**src/rtl/gradient_mac_sequencer_if.sv**
```systemverilog
// gradient_mac_sequencer_if: start/status, XT and Xtheta_Y memory ports and gradient result stream
interface gradient_mac_sequencer_if #(
  parameter int M = 20,
  parameter int N = 3
);
  localparam int XT_AW = $clog2(N*M);
  localparam int E_AW = $clog2(M);
  localparam int IW = $clog2(N) + 1;
  logic start, busy, done;
  logic [XT_AW-1:0] xt_addr;
  logic signed [15:0] xt_data;
  logic [E_AW-1:0] e_addr;
  logic signed [31:0] e_data;
  logic grad_valid, grad_ready;
  logic [IW-1:0] grad_idx;
  logic signed [31:0] grad_data;
  modport master (
    input start, xt_data, e_data, grad_ready,
    output busy, done, xt_addr, e_addr, grad_valid, grad_idx, grad_data
  );
  modport slave (
    output start, xt_data, e_data, grad_ready,
    input busy, done, xt_addr, e_addr, grad_valid, grad_idx, grad_data
  );
endinterface

```
**src/rtl/gradient_mac_sequencer.sv**
```systemverilog
// gradient_mac_sequencer: one-MAC XT*Xtheta_Y gradient sequencer; define GRAD_SAT_EN for saturating accumulation
module gradient_mac_sequencer #(
  parameter int M = 20,
  parameter int N = 3,
  localparam int XT_AW = $clog2(N*M),
  localparam int E_AW = $clog2(M)
) (
  input logic clk,
  input logic rst,
  gradient_mac_sequencer_if.master bus
);
  localparam int IW = $clog2(N) + 1;
  typedef enum logic [1:0] {IDLE, FETCH, DRAIN, OUT} state_t;
  state_t state;
  logic [IW-1:0] i;
  logic [E_AW-1:0] j;
  logic mac_vld, mac_first;
  logic signed [31:0] acc, prod, acc_next;
  // only the low 32 product bits survive, so a 32x32 multiply of the sign-extended XT element suffices
  assign prod = {{16{bus.xt_data[15]}}, bus.xt_data} * bus.e_data;
`ifdef GRAD_SAT_EN
  logic signed [32:0] sum;
  assign sum = {acc[31], acc} + {prod[31], prod};
  assign acc_next = mac_first ? prod : (sum[32] != sum[31]) ? {sum[32], {31{~sum[32]}}} : sum[31:0];
`else
  assign acc_next = mac_first ? prod : acc + prod;
`endif
  always_ff @(posedge clk) begin
    if (rst) begin
      state <= IDLE;
      i <= '0;
      j <= '0;
      mac_vld <= 1'b0;
      mac_first <= 1'b0;
      acc <= '0;
      bus.busy <= 1'b0;
      bus.done <= 1'b0;
      bus.grad_valid <= 1'b0;
      bus.grad_idx <= '0;
      bus.grad_data <= '0;
      bus.xt_addr <= '0;
      bus.e_addr <= '0;
    end else begin
      mac_vld <= state == FETCH;
      mac_first <= state == FETCH && j == '0;
      if (mac_vld) acc <= acc_next;
      case (state)
        IDLE: if (bus.start) begin
          state <= FETCH;
          i <= '0;
          j <= '0;
          bus.busy <= 1'b1;
          bus.xt_addr <= '0;
          bus.e_addr <= '0;
        end
        FETCH: if (j == E_AW'(M-1)) begin
          state <= DRAIN;
          bus.xt_addr <= '0;
          bus.e_addr <= '0;
        end else begin
          j <= j + E_AW'(1);
          bus.xt_addr <= bus.xt_addr + XT_AW'(1);
          bus.e_addr <= bus.e_addr + E_AW'(1);
        end
        DRAIN: begin
          state <= OUT;
          bus.grad_data <= acc_next;
          bus.grad_idx <= i;
          bus.grad_valid <= 1'b1;
        end
        // the done cycle is spent in OUT so a start coinciding with done is not taken
        OUT: if (bus.done) begin
          state <= IDLE;
          bus.done <= 1'b0;
          bus.busy <= 1'b0;
        end else if (bus.grad_valid && bus.grad_ready) begin
          bus.grad_valid <= 1'b0;
          if (i == IW'(N-1)) bus.done <= 1'b1;
          else begin
            state <= FETCH;
            i <= i + IW'(1);
            j <= '0;
            bus.xt_addr <= XT_AW'((32'(i) + 1) * M);
            bus.e_addr <= '0;
          end
        end
        default: state <= IDLE;
      endcase
    end
  end
endmodule

```
**src/flat_wrapper.sv**
```systemverilog
// flat-port wrapper written by rule: the top's interface ports become plain ports
module gradient_mac_sequencer_flat 
#(
  parameter int M = 20,
  parameter int N = 3,
  localparam int XT_AW = $clog2(N*M),
  localparam int E_AW = $clog2(M)
)
  (clk, rst, bus_start, bus_xt_data, bus_e_data, bus_grad_ready, bus_busy, bus_done, bus_xt_addr, bus_e_addr, bus_grad_valid, bus_grad_idx, bus_grad_data);
  gradient_mac_sequencer_if #(.M(M), .N(N)) bus_i ();
  input logic clk;
  input logic rst;
  input wire logic [$bits(bus_i.start)-1:0] bus_start;
  input wire logic [$bits(bus_i.xt_data)-1:0] bus_xt_data;
  input wire logic [$bits(bus_i.e_data)-1:0] bus_e_data;
  input wire logic [$bits(bus_i.grad_ready)-1:0] bus_grad_ready;
  output wire logic [$bits(bus_i.busy)-1:0] bus_busy;
  output wire logic [$bits(bus_i.done)-1:0] bus_done;
  output wire logic [$bits(bus_i.xt_addr)-1:0] bus_xt_addr;
  output wire logic [$bits(bus_i.e_addr)-1:0] bus_e_addr;
  output wire logic [$bits(bus_i.grad_valid)-1:0] bus_grad_valid;
  output wire logic [$bits(bus_i.grad_idx)-1:0] bus_grad_idx;
  output wire logic [$bits(bus_i.grad_data)-1:0] bus_grad_data;
  assign bus_i.start = bus_start;
  assign bus_i.xt_data = bus_xt_data;
  assign bus_i.e_data = bus_e_data;
  assign bus_i.grad_ready = bus_grad_ready;
  assign bus_busy = bus_i.busy;
  assign bus_done = bus_i.done;
  assign bus_xt_addr = bus_i.xt_addr;
  assign bus_e_addr = bus_i.e_addr;
  assign bus_grad_valid = bus_i.grad_valid;
  assign bus_grad_idx = bus_i.grad_idx;
  assign bus_grad_data = bus_i.grad_data;
  gradient_mac_sequencer #(.M(M), .N(N)) u_core (.clk(clk), .rst(rst), .bus(bus_i));
endmodule
```
**config.mk**
```make
export PLATFORM = sky130hd
export DESIGN_NAME = gradient_mac_sequencer_flat
export DESIGN_NICKNAME = d
export VERILOG_FILES = /design/src/rtl/gradient_mac_sequencer_if.sv /design/src/rtl/gradient_mac_sequencer.sv /design/src/flat_wrapper.sv
export SDC_FILE = /design/constraint.sdc
export NUM_CORES = 1
export LEC_CHECK = 0
export CORE_ASPECT_RATIO = 1.25
export CORE_MARGIN = 10
export CORE_UTILIZATION = 40
export CTS_CLUSTER_DIAMETER = 80
export DETAILED_ROUTE_END_ITERATION = 10
export DONT_BUFFER_PORTS = 1
export PLACE_DENSITY = 0.5
export SYNTH_ARGS = -nofsm -noshare
export SYNTH_HDL_FRONTEND = slang
export SYNTH_SLANG_ARGS = --single-unit
```
**constraint.sdc**
```tcl
create_clock -name clk -period 13.35 [get_ports clk]
set_input_delay 2.0025 -clock clk [delete_from_list [all_inputs] [get_ports clk]]
set_output_delay 2.0025 -clock clk [all_outputs]
set_load 0.03 [all_outputs]
```
==> results.sh, run 1 <==
export IMPL_status="finished, final reports clean"
export IMPL_placed_cell_area_um2=17900
export IMPL_cts_resized=0
export IMPL_synth_fp_nets=2574
export IMPL_grt_pass1_vias=13978
export IMPL_top_layer="met4"
export IMPL_htree_levels=3
export IMPL_ant_nets=0
export IMPL_endpoint_kind="flip-flop"
export IMPL_cts_buffers_inserted=9
export IMPL_dieArea_um2=52500
export IMPL_synth_seq_area_share_pct=10.7
export IMPL_grt_overflow=0
export IMPL_drv_slew=0
export IMPL_synth_avg_cell_area_um2=8.40
export IMPL_critPathRequiredTime_ns=13.64
export IMPL_cts_sinks=93
export IMPL_synth_most_common_cell="inv_1"
export IMPL_arrival_ns=9.61
export IMPL_hold_path_class="reg2reg"
export IMPL_drive_above_1_share_pct=1.69
export IMPL_drt_initial_drc_count=695
export IMPL_die_w_um=207
export IMPL_fin_tns_setup_ns=0
export IMPL_muxShareOfSynthArea_pct=1.28
export IMPL_clk_path_buf_depth=2
export IMPL_met2WireLength_mm=22.6
export IMPL_yosys_area_share_adder_pct=44.7
export IMPL_path_clk_slew_ns=0.07
export IMPL_clkLatencyLatePin_ns=0.36
export IMPL_fin_skew_ns=0.0119
export IMPL_critPathLaunchType="input port"
export IMPL_yosys_warnings=0
export IMPL_start_util_pct=40.5
export IMPL_drt_pass1_iter_count=5
export IMPL_synth_top_family_by_area="adder cells"
export IMPL_cts_setup_buffers=0
export IMPL_wl_met3_mm=2.86
export IMPL_wl_mm=47.1
export IMPL_cts_tree="yes"
export IMPL_worstMarginPinSlew_ns=1.18
export IMPL_drc=0
export IMPL_synth_xor_area_share_pct=4.11
export IMPL_place_congestion=0.829
export IMPL_synthCells=2081
export IMPL_core_area_um2=43200
export IMPL_synth_edff_count=0
export IMPL_hpwl_mm=37.1
export IMPL_path_class="in2reg"
export IMPL_synth_top_area_share_pct=34.9
export IMPL_antenna_cells=0
export IMPL_avgViaCountPerCell=5.08
export IMPL_syn_area_um2=17500
export IMPL_slowest_stage="fa_1"
export IMPL_setup_viol=0
export IMPL_ioPinCount=101
export IMPL_final_nets=2496
export IMPL_yosys_area_share_simple_pct=17.6
export IMPL_min_period_over_period_pct=69.8
export IMPL_period_needed_ns=9.32
export IMPL_route_vias_total=13071
export IMPL_area_delta_synth_final_pct=3.83
export IMPL_max_freq_mhz=107
export IMPL_die_y_um=254
export IMPL_drt_met1_wl_mm=20.9
export IMPL_antenna_found_initial=1
export IMPL_async_flop_share_pct=0
export IMPL_ys_ff_latch=93
export IMPL_slew_headroom_pct=21.6
export IMPL_multi_input_area_um2=13700
export IMPL_dp_slack_ns=3.70
export IMPL_n_fill_cell=4456
export IMPL_grt_use_total_pct=18.9
export IMPL_ctsHoldBuffers=0
export IMPL_synth_compound_area_share_pct=10.9
export IMPL_grt_pass1_wl_mm=77.9
export IMPL_hold_viol=0
export IMPL_crit_top_cell="fa_1"
export IMPL_cpPeakStageDelay_ns=0.54
export IMPL_wl_per_cell_um=18.3
export IMPL_synthTopCellsByCount="inv_1, fa_1, nand2_1"
export IMPL_seqCellArea_um2=1860
export IMPL_critPathMaxFanout=12
export IMPL_synth_flop_cell="dfxtp_1"
export IMPL_synth_area_leaders="fa_1, dfxtp_1, ha_1, inv_1, and2_1"
export IMPL_rows=85
export IMPL_grt_max_degree=90
export IMPL_ctsRootBufferMaster="clkbuf_16"
export IMPL_setup_ws_ns=4.03
export IMPL_stdcell_area_um2=18100
export IMPL_synth_top_area_cell="fa_1"
export IMPL_rsz0062_at_grt="false"
export IMPL_portBuffers=0
export IMPL_ys_types=65
export IMPL_drv_cap=0
-- cells in the final DEF (no fill, tap or decap), types with 6 or more instances in the layout --
master | netlist | routed
clkbuf_16 | 0 | 9
o21bai_1 | 9 | 9
inv_1 | 408 | 408
mux2i_1 | 19 | 19
xor2_1 | 24 | 24
nand2_1 | 263 | 263
o21ai_1 | 6 | 6
nand3_1 | 18 | 18
nand2b_1 | 14 | 14
o21a_1 | 10 | 10
a211oi_1 | 60 | 60
and3_1 | 7 | 7
a31oi_1 | 7 | 7
fa_1 | 305 | 305
and2_1 | 161 | 161
ha_1 | 136 | 135
nand4_1 | 7 | 7
dfxtp_1 | 93 | 92
xnor2_1 | 58 | 58
a21o_1 | 27 | 27
nor2b_1 | 7 | 7
nor3_1 | 14 | 14
nor2_1 | 153 | 153
o21ai_0 | 48 | 48
a21oi_1 | 67 | 67
a211o_1 | 6 | 6
-- path summary, 6_finish.rpt --
check                       start              to  slack, ns  cells past startpoint
hold reg to reg    u_core.acc[30]  u_core.acc[30]       0.48                      2
setup reg to reg    u_core.acc[0]  u_core.acc[18]       9.67                     13
hold / removal     u_core.acc[30]  u_core.acc[30]       0.48                      2
setup / recovery  bus_xt_data[15]  u_core.acc[31]       4.03                     30
-- metal layers --
layer	track usage, %	vias up
met5	0	-
met4	4.25	0
met3	3.59	38
met2	31.1	237
met1	25.0	6519
li1	-	6277
-- registers in the layout, summed over array words and instances, names as in the netlist --
signal and count:
u_core.acc 32, u_core.bus.busy 1, u_core.bus.done 1, u_core.bus.e_addr 5
u_core.bus.grad_data 32, u_core.bus.grad_idx 3, u_core.bus.grad_valid 1, u_core.bus.xt_addr 6
u_core.i 3, u_core.j 5, u_core.mac_first 1, u_core.mac_vld 1
u_core.state 2
-- final cells by class --
cell class              instances  area share (%)
repair buffers                  2          0.0827
well taps                     565            3.90
clock buffers                  12            1.36
inverters                     409            8.46
clock inverters                 4           0.262
flip-flops and latches         93            10.3
multi-input cells            1488            75.7
-- per-stage QoR --
stage | cells | util [%] | hold slack, ns
6_report | 2573 | 42.0 | 0.481
5_1_grt | 2573 | 42.0 | 0.499
4_1_cts | 2573 | 42.0 | 0.485
3_5_place_dp | 2557 | 41.3 | 0.474
3_3_place_gp | 2557 | 41.3 | 0.474
2_1_floorplan | 2081 | - | 0.457
-- critical path: cells and delay by family --
| kind | cells | cell delay (ns) |
|---|---|---|
| buf+inv | 3 | 0.49 |
| simple gates | 4 | 0.40 |
| fa+ha+maj | 8 | 3.65 |
| compound gates | 14 | 2.97 |
| xor+xnor | 1 | 0.11 |
-- kinds of logic after synthesis --
kind of cell | count (synthesis)
AND/OR/NAND/NOR | 661
multiplexers | 22
AO/OA/AOI/OAI | 282
buffers and inverters | 500
XOR/XNOR | 82
flip-flops | 93
adder cells (fa/ha/maj) | 441
Power of run 1 is not shown: default switching activity piles up to over one toggle a cycle in this logic, so the estimate is an artifact.
==> run 2, diff against run 1 <==
- PLACE_DENSITY: 0.5 -> 0.52
- clock period: 13.35 -> 7.5 ns (I/O delays scaled with it)
==> run 2 against run 1 <==
Net effect: the flow now finishes with violations (negative setup slack); clock skew fell by 0.00062 ns; die area did not move; worst setup slack got worse by 4.3 ns; critical path type unchanged.
==> results.sh, run 2 (synthesis gave the netlist of run 1 again) <==
export IMPL_status="complete, but fails checks"
export IMPL_violations="negative setup slack"
export IMPL_path_class="in2reg"
export IMPL_grt_pass1_vias=14531
export IMPL_hold_viol=0
export IMPL_slew_headroom_pct=21.8
export IMPL_place_congestion=0.826
export IMPL_critPathRequiredTime_ns=7.78
export IMPL_area_delta_synth_final_pct=15.8
export IMPL_endpoint_kind="flip-flop"
export IMPL_core_area_um2=43200
export IMPL_critPathMaxFanout=26
export IMPL_route_vias_total=13790
export IMPL_drt_pass1_iter_count=5
export IMPL_min_period_over_period_pct=104
export IMPL_final_nets=2653
export IMPL_portBuffers=0
export IMPL_fin_skew_ns=0.0113
export IMPL_path_clk_slew_ns=0.07
export IMPL_setup_viol=11
export IMPL_worstReg2RegStart="u_core.acc[0]"
export IMPL_top_regs="u_core.acc: 32 flops, u_core.bus.grad_data: 32 flops, u_core.bus.xt_addr: 6 flops"
export IMPL_arrival_ns=8.05
export IMPL_drt_initial_drc_count=605
export IMPL_start_util_pct=40.5
export IMPL_die_y_um=254
export IMPL_antenna_cells=0
export IMPL_die_w_um=207
export IMPL_numPlacedInstances=2688
export IMPL_slowest_stage="fa_1"
export IMPL_grt_pass1_wl_mm=79.6
export IMPL_drive_above_1_share_pct=16.1
export IMPL_worstMarginPinSlew_ns=1.17
export IMPL_dieArea_um2=52500
export IMPL_grt_use_total_pct=19.1
export IMPL_htree_levels=3
export IMPL_drv_cap=0
export IMPL_ant_nets=0
export IMPL_layout_common_cells="inv_1, fa_1, nand2_1, and2_1, buf_4"
export IMPL_critPathLaunchType="input port"
export IMPL_n_fill_cell=4311
export IMPL_hp_start="u_core.acc[12]"
export IMPL_cts_tree="yes"
export IMPL_max_freq_mhz=129
export IMPL_clk_path_buf_depth=2
export IMPL_ctsRootBufferMaster="clkbuf_16"
export IMPL_crit_top_cell="fa_1"
export IMPL_ioPinCount=101
export IMPL_clkLatencyLatePin_ns=0.36
export IMPL_crit_path_start="bus_xt_data[6]"
export IMPL_cpPeakStageDelay_ns=0.56
export IMPL_final_common_cell="inv_1"
export IMPL_cts_buffers_inserted=9
export IMPL_rsz0062_at_grt="true"
export IMPL_period_needed_ns=7.77
export IMPL_rows=85
export IMPL_setup_ws_ns=-0.271
export IMPL_avgViaCountPerCell=5.05
export IMPL_drv_slew=0
export IMPL_antenna_found_initial=1
export IMPL_wl_mm=48.6
export IMPL_grt_max_degree=90
export IMPL_final_cells=2730
export IMPL_cts_sinks=93
export IMPL_grt_overflow=0
export IMPL_ctsHoldBuffers=0
export IMPL_hold_path_class="reg2reg"
export IMPL_wl_per_cell_um=17.8
export IMPL_placed_cell_area_um2=18900
export IMPL_drc=0
export IMPL_hpwl_mm=38.0
export IMPL_stdcell_area_um2=20200
-- run 2: cell count changes in the layout (fill, tap and decap cells not counted), moves of 16 or more --
| cell | delta |
|---|---|
| buf_4 | +147 |
| inv_1 | -25 |
| inv_2 | +24 |
| a21oi_1 | -20 |
| ha_1 | -17 |
| a21oi_2 | +16 |
-- run 2: critical path: cells and delay by family --
kind                       cells  cell delay, ns
adders and majority gates      8            3.53
AOI/OAI and AO/OA              9            1.78
buffers and inverters          8            0.69
and+or+nand+nor                5            0.45
muxes                          1            0.32
xor gates and xnor gates       1            0.16
-- run 2: path summary, 6_finish.rpt --
check,end,slack (ns),depth (start not counted)
max,u_core.bus.grad_data[30],-0.27,32
max reg2reg,u_core.acc[18],4.08,13
min,u_core.acc[12],0.49,2
min reg2reg,u_core.acc[12],0.49,2
-- run 2: layout make-up --
cell class / instances / area [um2] / area share (%)
Tap cell: 565 / 707 / 3.49
Clock inverter: 6 / 93.8 / 0.464
Sequential cell: 93 / 1860 / 9.20
Timing Repair Buffer: 159 / 1230 / 6.08
Clock buffer: 10 / 239 / 1.18
Multi-Input combinational cell: 1488 / 14600 / 72.0
Inverter: 409 / 1540 / 7.60
-- run 2: what timing repair did --
item | CTS | global route
setup buffers | 10 | 18
setup endpoints to repair | 29 | 32
gates resized for setup | 65 | 127
pin swaps | 61 | 78
-- run 2: layer usage --
layer | share of wire, % | GRT usage, %
met4 | 1.4 | 3.83
met1 | 44 | 25.6
met5 | 0 | 0
met2 | 49 | 31.9
met3 | 5.4 | 2.83
-- run 2: metrics by stage --
| step | setup TNS, ns | setup WS (ns) | hold WS (ns) | utilization (%) |
|---|---|---|---|---|
| 3_3_place_gp | -17.02 | -0.795 | 0.471 | 43.8 |
| 3_5_place_dp | -17.55 | -0.864 | 0.471 | 43.8 |
| 5_1_grt | -7.20 | -0.589 | 0.506 | 46.9 |
| 6_report | -1.90 | -0.271 | 0.490 | 46.9 |
| 2_1_floorplan | -6.77 | -0.653 | 0.457 | - |
| 4_1_cts | -1.99 | -0.296 | 0.482 | 45.4 |
Power of run 2 is left out for the same reason.
==> run 3, diff against run 2 <==
--- a/config.mk
+++ b/config.mk
@@ -7,2 +7,3 @@
 export LEC_CHECK = 0
+export CAP_MARGIN = 10
 export CORE_ASPECT_RATIO = 1.25
@@ -14,2 +15,3 @@
 export PLACE_DENSITY = 0.52
+export RECOVER_POWER = 100
 export SYNTH_ARGS = -nofsm -noshare
==> constraint.sdc (replaced) <==
create_clock -name clk -period 7.5 [get_ports clk]
set_input_delay 0.75 -clock clk [delete_from_list [all_inputs] [get_ports clk]]
set_output_delay 0.75 -clock clk [all_outputs]
set_load 0.03 [all_outputs]
==> run 3 against run 2 <==
Net effect: the run still ends with negative setup slack left; count of clock-buffer cells in the layout unchanged; worst hold slack got worse by 0.021 ns; sequential share of layout area increased by 0.38 points; critical path depth unchanged; final cell count decreased by 1.5%; register-to-register slack got worse by 0.26 ns; clock skew decreased by 0.0011 ns; worst setup slack improved by 0.17 ns.
==> results.sh, run 3 (synthesis gave the netlist of run 1 again) <==
export IMPL_status="complete, but fails checks"
export IMPL_violations="negative setup slack"
export IMPL_placed_cell_area_um2=18700
export IMPL_path_clk_slew_ns=0.07
export IMPL_rsz0062_at_grt="true"
export IMPL_n_fill_cell=4400
export IMPL_cts_buffers_inserted=9
export IMPL_fin_skew_ns=0.0102
export IMPL_fin_tns_setup_ns=-0.180
export IMPL_route_vias_total=13674
export IMPL_dp_slack_ns=-0.492
export IMPL_drc=0
export IMPL_grt_max_degree=90
export IMPL_layout_common_cells="inv_1, fa_1, nand2_1, and2_1, nor2_1"
export IMPL_final_common_cell="inv_1"
export IMPL_drt_initial_drc_count=558
export IMPL_htree_levels=3
export IMPL_antenna_cells=0
export IMPL_top_regs="u_core.acc: 32 flops, u_core.bus.grad_data: 32 flops, u_core.bus.xt_addr: 6 flops"
export IMPL_hold_viol=0
export IMPL_cp_num_buf_inv=6
export IMPL_slew_headroom_pct=53.3
export IMPL_min_period_over_period_pct=101
export IMPL_ctsHoldBuffers=0
export IMPL_antenna_found_initial=2
export IMPL_cpPeakStageDelay_ns=0.57
export IMPL_dieArea_um2=52500
export IMPL_drv_cap=0
export IMPL_arrival_ns=7.89
export IMPL_final_nets=2612
export IMPL_drive_above_1_share_pct=10.3
export IMPL_hold_path_class="in2reg"
export IMPL_critPathRequiredTime_ns=7.79
export IMPL_setup_viol=4
export IMPL_die_y_um=254
export IMPL_ant_nets=0
export IMPL_slowest_stage="fa_1"
export IMPL_ctsRootBufferMaster="clkbuf_16"
export IMPL_core_area_um2=43200
export IMPL_start_util_pct=40.5
export IMPL_endpoint_kind="flip-flop"
export IMPL_hold_depth=1
export IMPL_ioPinCount=101
export IMPL_wl_per_cell_um=17.7
export IMPL_setup_ws_ns=-0.0977
export IMPL_seqCellArea_um2=1860
export IMPL_clk_path_buf_depth=2
export IMPL_max_freq_mhz=132
export IMPL_place_congestion=0.837
export IMPL_portBuffers=0
export IMPL_multi_input_area_um2=14100
export IMPL_clkLatencyLatePin_ns=0.35
export IMPL_hpwl_mm=37.7
export IMPL_crit_top_cell="fa_1"
export IMPL_area_delta_synth_final_pct=11.2
export IMPL_avgViaCountPerCell=5.09
export IMPL_wl_mm=47.6
export IMPL_worst_path_stages=32
export IMPL_grt_use_total_pct=18.7
export IMPL_critPathMaxFanout=26
export IMPL_stdcell_area_um2=19400
export IMPL_reg2reg_depth=13
export IMPL_cts_tree="yes"
export IMPL_rows=85
export IMPL_period_needed_ns=7.60
export IMPL_grt_pass1_wl_mm=78.2
export IMPL_critPathLaunchType="input port"
export IMPL_crit_family="adder cells"
export IMPL_grt_overflow=0
export IMPL_drt_pass1_iter_count=5
export IMPL_path_class="in2reg"
export IMPL_die_w_um=207
export IMPL_grt_pass1_vias=14634
export IMPL_cts_sinks=93
export IMPL_worstMarginPinSlew_ns=0.696
export IMPL_drv_slew=0
[run 3: cell types whose count changed in the layout (fill, tap and decap cells not counted), sizes merged]
cell      change
inv           +2
bufinv        -1
buf          -41
clkinvlp      -1
[run 3: layer usage]
layer / share of wire (%) / GRT usage (%) / up-vias
li1: - / - / 6501
met1: 46 / 24.9 / 6871
met2: 48 / 31.4 / 265
met3: 5.0 / 2.76 / 37
met4: 1.2 / 3.77 / 0
met5: 0 / 0 / -
[run 3: final cells by class]
cell class | instances | area share, %
clock buffers | 10 | 1.18
clock inverters | 6 | 0.367
inverters | 409 | 7.90
multi-input cells | 1488 | 72.7
flip-flops and latches | 93 | 9.59
well taps | 565 | 3.64
repair buffers | 118 | 4.60
[run 3: worst register-to-register path, stage by stage (launching register included)]
cell and delay, ns:
dfxtp_1 0.32, ha_1 0.24, fa_1 0.48, a211oi_2 0.33, o211ai_1 0.20, a41oi_1 0.31, o21bai_1 0.20, a21oi_1 0.25
o21bai_1 0.08, a21o_1 0.20, a21o_1 0.18, a211o_1 0.30, a31oi_2 0.31, a211oi_1 0.12
[run 3: through the flow]
stage               utilization [%]  cells  hold WS (ns)
finish                         45.0   2689         0.469
global route                   45.0   2689         0.453
CTS                            44.1   2683         0.448
detailed placement             43.3   2666         0.479
global placement               43.3   2666         0.470
floorplan                         -   2081         0.457
[run 3: path summary, 6_finish.rpt]
kind                                     start  slack [ns]                        to
worst max-delay path            bus_xt_data[6]        -0.1  u_core.bus.grad_data[31]
worst min-delay path                       rst        0.47      u_core.bus.e_addr[1]
worst max register to register   u_core.acc[0]        3.82  u_core.bus.grad_data[18]
worst min register to register  u_core.acc[18]        0.49            u_core.acc[18]
[run 3: timing repair]
action / 4_1_cts / 5_1_grt
pin swaps: 2 / 67
setup buffers: 1 / 6
resized for setup: 7 / 74
endpoints found under the setup margin: 6 / 30
Power of run 3 is left out for the same reason.
